<file path="src/rtl/arbitro_memoria.sv">
// arbitro_memoria: fixed-priority arbiter sharing one multi-bank board memory between
// the validator (single accesses and full-bank scans), the collider and the display.
module arbitro_memoria #(
    parameter int NBANK = 2,
    parameter int DW    = 64,
    parameter int AW    = 5,
    parameter int RDLAT = 1,
    parameter int BW    = (NBANK > 1) ? $clog2(NBANK) : 1
) (
    input  logic                clk,
    input  logic                resetGeral,
    input  logic                val_req,
    input  logic                val_burst,
    input  logic                val_we,
    input  logic [BW-1:0]       val_bank,
    input  logic [AW-1:0]       val_addr,
    input  logic [DW-1:0]       val_wdata,
    output logic                val_gnt,
    output logic                val_rvalid,
    output logic [DW-1:0]       val_rdata,
    output logic [AW-1:0]       val_raddr,
    output logic                val_done,
    input  logic                col_req,
    input  logic                col_we,
    input  logic [BW-1:0]       col_bank,
    input  logic [AW-1:0]       col_addr,
    input  logic [DW-1:0]       col_wdata,
    output logic                col_gnt,
    output logic                col_rvalid,
    output logic [DW-1:0]       col_rdata,
    input  logic [BW-1:0]       vga_bank,
    input  logic [AW-1:0]       vga_addr,
    output logic                vga_rvalid,
    output logic [DW-1:0]       vga_rdata,
    output logic [AW-1:0]       mem_addr,
    output logic [DW-1:0]       mem_wdata,
    output logic [NBANK-1:0]    mem_we,
    input  logic [NBANK*DW-1:0] mem_rdata
);
    typedef enum logic [2:0] {IDLE, VGA, VAL, VAL_SCAN, COL} state_t;
    typedef struct packed {
        logic          vld;
        logic [1:0]    own;
        logic [BW-1:0] bank;
        logic [AW-1:0] raddr;
        logic          last;
    } tag_t;
    localparam logic [1:0] OWN_VGA = 2'd0, OWN_VAL = 2'd1, OWN_COL = 2'd2;

    state_t        state, pick;
    logic [AW-1:0] cnt;
    logic          op_vld, op_we, op_last, in_range;
    logic [1:0]    op_own;
    logic [BW-1:0] op_bank;
    logic [AW-1:0] op_addr;
    logic [DW-1:0] op_wdata, rd;
    tag_t          iss, t;
    tag_t          pipe [RDLAT];

    // the access placed on the memory bus at the next edge, decided by the current owner
    always_comb begin
        op_vld   = 1'b0;
        op_we    = 1'b0;
        op_last  = 1'b0;
        op_own   = OWN_VGA;
        op_bank  = vga_bank;
        op_addr  = vga_addr;
        op_wdata = val_wdata;
        case (state)
            VGA: op_vld = 1'b1;
            VAL: begin
                op_vld  = val_req;
                op_we   = val_we;
                op_own  = OWN_VAL;
                op_bank = val_bank;
                op_addr = val_addr;
            end
            VAL_SCAN: begin
                op_vld  = val_req;
                op_own  = OWN_VAL;
                op_bank = val_bank;
                op_addr = cnt;
                op_last = &cnt;
            end
            COL: begin
                op_vld   = col_req;
                op_we    = col_we;
                op_own   = OWN_COL;
                op_bank  = col_bank;
                op_addr  = col_addr;
                op_wdata = col_wdata;
            end
            default: op_vld = 1'b0;
        endcase
    end

    assign in_range = int'(op_bank) < NBANK;
    assign pick     = val_req ? (val_burst ? VAL_SCAN : VAL) : col_req ? COL : VGA;

    always_ff @(posedge clk or negedge resetGeral) begin
        if (!resetGeral) begin
            state     <= IDLE;
            cnt       <= '0;
            val_gnt   <= 1'b0;
            col_gnt   <= 1'b0;
            mem_addr  <= '0;
            mem_wdata <= '0;
            mem_we    <= '0;
            iss       <= '0;
            for (int i = 0; i < RDLAT; i++) pipe[i] <= '0;
        end else begin
            case (state)
                IDLE, VGA: state <= pick;
                VAL:       state <= val_req ? VAL : VGA;
                VAL_SCAN:  state <= (val_req && !(&cnt)) ? VAL_SCAN : VGA;
                COL:       state <= col_req ? COL : VGA;
                default:   state <= IDLE;
            endcase
            cnt     <= (state == VAL_SCAN && val_req && !(&cnt)) ? cnt + 1'b1 : '0;
            val_gnt <= op_vld && op_own == OWN_VAL;
            col_gnt <= op_vld && op_own == OWN_COL;
            mem_we  <= (op_vld && op_we && in_range) ? NBANK'(1) << op_bank : '0;
            if (op_vld) mem_addr <= op_addr;
            if (op_vld && op_we) mem_wdata <= op_wdata;
            iss     <= '{vld: op_vld && !op_we, own: op_own, bank: op_bank, raddr: op_addr, last: op_last};
            pipe[0] <= iss;
            for (int i = 1; i < RDLAT; i++) pipe[i] <= pipe[i-1];
        end
    end

    assign t = pipe[RDLAT-1];

    // out-of-range banks match no slice and read back as zero
    always_comb begin
        rd = '0;
        for (int k = 0; k < NBANK; k++)
            if (t.bank == BW'(k)) rd = mem_rdata[k*DW +: DW];
    end

    assign val_rvalid = t.vld && t.own == OWN_VAL;
    assign col_rvalid = t.vld && t.own == OWN_COL;
    assign vga_rvalid = t.vld && t.own == OWN_VGA;
    assign val_rdata  = val_rvalid ? rd : '0;
    assign col_rdata  = col_rvalid ? rd : '0;
    assign vga_rdata  = vga_rvalid ? rd : '0;
    assign val_raddr  = val_rvalid ? t.raddr : '0;
    assign val_done   = val_rvalid && t.last;
endmodule

</file>
<file path="config.mk">
export PLATFORM = sky130hd
export DESIGN_NAME = arbitro_memoria
export DESIGN_NICKNAME = d
export VERILOG_FILES = /design/src/rtl/arbitro_memoria.sv
export SDC_FILE = /design/constraint.sdc
export NUM_CORES = 1
export LEC_CHECK = 0
export CORE_AREA = 2 2 216 218
export DETAILED_ROUTE_END_ITERATION = 8
export DIE_AREA = 0 0 218 220
export DONT_BUFFER_PORTS = 1
export GPL_ROUTABILITY_DRIVEN = 0
export PLACE_DENSITY_LB_ADDON = 0.2
export SYNTH_ARGS = -nofsm -noshare
export SYNTH_HDL_FRONTEND = slang
export SYNTH_SLANG_ARGS = --single-unit
</file>
<file path="constraint.sdc">
create_clock -name clk -period 5 [get_ports clk]
set_input_delay 1 -clock clk [delete_from_list [all_inputs] [get_ports clk]]
set_output_delay 1 -clock clk [all_outputs]
set_load 0.05 [all_outputs]
</file>
Word-level counts from Yosys, hierarchy flattened
Index checks and enable logic that the tools add are counted.
- $add $sub $neg: 1
- eq/ne operators: 8
- shift operators: 1
- multiplexer cells: 20
- reduce and logical (&&, ||, !) cells: 18
- operators with widths (cell ; count):
    $mux W64 ; 5
    $pmux W5 S3 ; 1
    $pmux W3 S4 ; 1
    $logic_and A1 B1 Y1 ; 11
    $mux W5 ; 2
    $eq A3 B2 Y1 const B ; 2
    $mux W2 ; 3
    $mux W3 ; 2
    $add A5 B1 Y5 const B ; 1
    $reduce_and A5 Y1 ; 1
    $eq A2 B1 Y1 const B ; 2
    $eq A2 B2 Y1 const B ; 2
    $pmux W1 S2 ; 2
    $pmux W2 S2 ; 1
    $reduce_or A2 Y1 ; 2
    $eq A3 B1 Y1 const B ; 1
    $eq A3 B3 Y1 const B ; 1
    $logic_not A3 Y1 ; 1
    $pmux W1 S3 ; 1
    $logic_not A1 Y1 ; 2
    $logic_not A2 Y1 ; 1
    $mux W1 ; 2
    $shl A1 B1 Y2 const A ; 1
- bits in registers: 101
- bits of input ports: 281
- output and inout port bits: 274
- word-level logic and storage cells: 65

Longest topological paths before layout
- depth in word-level cells: 5
- mapped depth: 6
- depth with buffers taken out: 5

Worst setup path before layout
OpenSTA, ideal clock, no wires.
- kind: register to output
- start point: reg pipe[8] in the netlist's numbering
- end point: out vga_rdata[14]
- arrival: 1.915 ns
- data required time: 4.000 ns
- slack: 2.085 ns
- stages on the path, launching flop included: 5
- cell sequence: dfrtp_1 > or3b_2 > clkbuf_1 > buf_1 > nor2_1
- longest elaborated chain between the ends: 3
- ends and longest elaborated chain (item ; RTL line ; RTL):
    start, declared ; 58 ; tag_t pipe [RDLAT];
    $logic_not A2 Y1 ; 142 ; assign vga_rvalid = t.vld && t.own == OWN_VGA;
    $logic_and A1 B1 Y1 ; 142 ;
    $mux W64 ; 145 ; assign vga_rdata = vga_rvalid ? rd : '0;
    end, declared ; 34 ; output logic [DW-1:0] vga_rdata,
No other way between the ends.

Worst setup path after layout
- start point: reg pipe[6] in the netlist's numbering
- end point: out col_rdata[3]
- longest elaborated chain between the ends: 2
- ends and longest elaborated chain (item ; RTL line ; RTL):
    $mux W64 ; 137 ; if (t.bank == BW'(k)) rd = mem_rdata[k*DW +: DW];
    $mux W64 ; 144 ; assign col_rdata = col_rvalid ? rd : '0;
    end, declared ; 30 ; output logic [DW-1:0] col_rdata,
No other way between the ends.

==> impl_metrics.json <==
{
  "p_per_area_nw_per_um2": 555,
  "ant_nets": 0,
  "root_buffer": "clkbuf_16",
  "crit_buf_inv": 1,
  "tritoncts": "done",
  "relSlewSlack_pct": 19.0,
  "finalCriticalPeriod_ns": 3.92,
  "slew_viol_final": 0,
  "fin_crit_sh_pct": 78.5,
  "critPathMaxStageDelay_ns": 0.93,
  "die_h_um": 220,
  "end_kind": "output pin",
  "wl_per_cell_um": 23.4,
  "p_clk_share_pct": 17.9,
  "yosysSeqAreaShare_pct": 41.1,
  "regToRegSetupSlack_ns": 2.26,
  "async_flop_share_pct": 100,
  "layout-drive-gt1-share_pct": 22.8,
  "ys_types": 33,
  "synth_ff_type": "dfrtp_1",
  "start_kind": "register",
  "totalWireLength_um": 28500,
  "cts_sinks": 101,
  "grt_use_total_pct": 10.9,
  "final_nets": 887,
  "p_seq_share_pct": 56.7,
  "vias": 4756,
  "ir_drop_mv": 0.190,
  "hold_violations": 0,
  "gr-total-overflow": 0,
  "grt_pass1_wl_um": 36100,
  "p_sw_mw": 2.24,
  "tns_ns": 0,
  "synthesis.nets": 903,
  "finalClockSkew_ns": 0.0152,
  "critical-path-top-delay-family": "flip-flops",
  "rsz0062_at_grt": "false",
  "syn-cell-area_um2": 6160,
  "start_util_pct": 13.4,
  "dr.pass1.iters": 4,
  "grt_antenna_before_repair": 4,
  "clk_pin_slew_worst_paths_ns": 0.08,
  "synth.avg_cell_area_um2": 9.93,
  "core_area_um2": 45900,
  "p_int_mw": 1.73,
  "r2r_start": "state[2]",
  "crit_type": "register to output pin",
  "htree_levels": 3,
  "maxCapViolCount": 0,
  "io_pins": 555,
  "die_w_um": 218,
  "drtIter0Drc": 248,
  "synth_commonest_cells": "nor2_1 (199), dfrtp_1 (101), mux2_2 (97)",
  "cts_buffer_depth": 2,
  "grtUsageMet1_pct": 12.3,
  "yosysWarnings": 0,
  "cp_cell_sequence": "buf_4 -> mux2i_1 -> nor2_1",
  "gr-usage-met2_pct": 19.4,
  "final.fill_count": 5174,
  "die_area_um2": 48000,
  "power.total_mw": 3.97,
  "num_rows": 79,
  "finalSetupViolations": 0,
  "fmax_mhz": 255,
  "grt_max_degree": 102,
  "via_per_inst": 3.91,
  "numCtsBuffers": 9,
  "worst_pin_slew_ns": 1.21,
  "r2r_end": "mem_wdata[35]",
  "swShare_pct": 56.4,
  "synth_area_leader_cell": "dfrtp_1",
  "worst_ep_required_time_ns": 4.00,
  "grt-busiest-layer": "met2",
  "slowest_stage": "dfrtp_4",
  "io_buffers": 0,
  "synth-edff-count": 0,
  "areaGrowthSynthToFinish_pct": 16.0,
  "synth_cells": 620,
  "rr_worst_depth": 4,
  "dp_hpwl_um": 22900,
  "cts_setup_buffers": 0,
  "postCtsResizedCells": 0,
  "grt_use_met3_pct": 2.17,
  "multi_input_area_um2": 3400,
  "seq_area_um2": 2530,
  "synth_seq_cells": 101,
  "outcome": "finished, final reports clean",
  "synth.most_common_cell": "nor2_1",
  "clk-insertion-delay-late_ns": 0.37,
  "first_global_vias": 4523,
  "power.leakage_nw": 2.94,
  "cp.arrival_ns": 2.92,
  "min_path_type": "input port to async pin",
  "synth_top_cell_area_share_pct": 41.1,
  "drc": 0,
  "cts_hold_buf": 0,
  "synthTopCellsByArea": "dfrtp_1 (41%), mux2_2 (18%), nor2_1 (12%)",
  "pwr-share-comb_pct": 25.4,
  "critPathMaxFanout": 45
}
state kept, by name, summed over array words and instances, names as in the netlist:
register   flops
cnt            5
col_gnt        1
iss           10
mem_addr       5
mem_wdata     64
mem_we         2
pipe          10
state          3
val_gnt        1
metrics by stage:
stage          cell area, um2  worst slack (ns)  hold slack, ns  cells  utilization (%)
2_1_floorplan            6160              2.08           0.331    620                -
3_3_place_gp             6850              1.40           0.333   1200             14.9
3_5_place_dp             6850              1.35           0.335   1200             14.9
4_1_cts                  7140             0.916           0.280   1216             15.6
5_1_grt                  7140             0.766           0.280   1217             15.6
6_report                 7140              1.08           0.316   1217             15.6
kinds of logic (layout without fill, tap and decap cells):
group,count (synthesis),after routing,synth area share (%)
AOI/OAI and AO/OA,24,24,2.56
xor gates and xnor gates,3,3,0.427
adders and majority gates,2,2,0.406
buffers and inverters,51,40,4.15
DFF,101,101,41.1
muxes,199,199,35.1
other,0,1,0
and+or+nand+nor,240,240,16.3
power by group through the flow:
stage | logic (mW) | clock network [mW] | registers (mW)
after floorplan | 0.871 | 0 | 2.14
after global placement | 1.01 | 0 | 2.29
after detailed placement | 1.02 | 0 | 2.28
after CTS | 1.03 | 0.761 | 2.26
after global routing | 1.08 | 0.789 | 2.28
final | 1.01 | 0.712 | 2.25
worst max path at each step:
stage / slack (ns) / depth (start not counted) / from / to
after floorplan: 2.08 / 4 / pipe[8] / vga_rdata[14]
after global placement: 1.40 / 3 / pipe[6] / col_rdata[3]
after detailed placement: 1.35 / 3 / pipe[6] / col_rdata[3]
after CTS: 0.92 / 3 / pipe[6] / col_rdata[3]
after global routing: 0.77 / 3 / pipe[6] / col_rdata[3]
final: 1.08 / 3 / pipe[6] / col_rdata[3]
cell usage in the layout, fill, tap and decap left out:
cell type and n:
dfrtp_4 1, clkinvlp_4 1, dfrtp_1 100, and2_1 11, a22oi_1 5, and3_1 1, clkinv_2 2, o31ai_2 1
o211ai_1 5, xnor2_1 2, nor2b_2 1, or3b_4 1, o22ai_1 1, and2b_4 1, mux2_1 37, clkinv_4 1
diode_2 1, mux2_2 97, a21oi_1 4, mux2i_1 65, nor2_1 199, nand3b_1 10, clkinv_8 1, inv_6 2
o311ai_4 1, nor2b_1 4, inv_1 4, ha_1 2, nor3_1 1, or3_1 1, clkbuf_16 9, nand2_1 6
xor2_1 1, o21ai_0 7, buf_4 20, nand3_1 1, nand2b_1 3
layout make-up:
cell class / count / area share, %
antenna: 1 / 0.0351
timing repair buffer: 20 / 2.10
multi-input combinational: 468 / 47.6
clock inverter: 7 / 0.841
sequential: 101 / 35.5
inverter: 4 / 0.210
clock buffer: 9 / 3.15
tap: 607 / 10.6
layer usage:
metal	up-vias	share of wire, %	wire, um
met5	-	0.091	26
met4	4	4.2	1210
met3	42	6.3	1800
met2	299	52	14700
met1	2346	38	10800
li1	2065	-	-
Note: power is estimated with default switching activity, not from simulation.
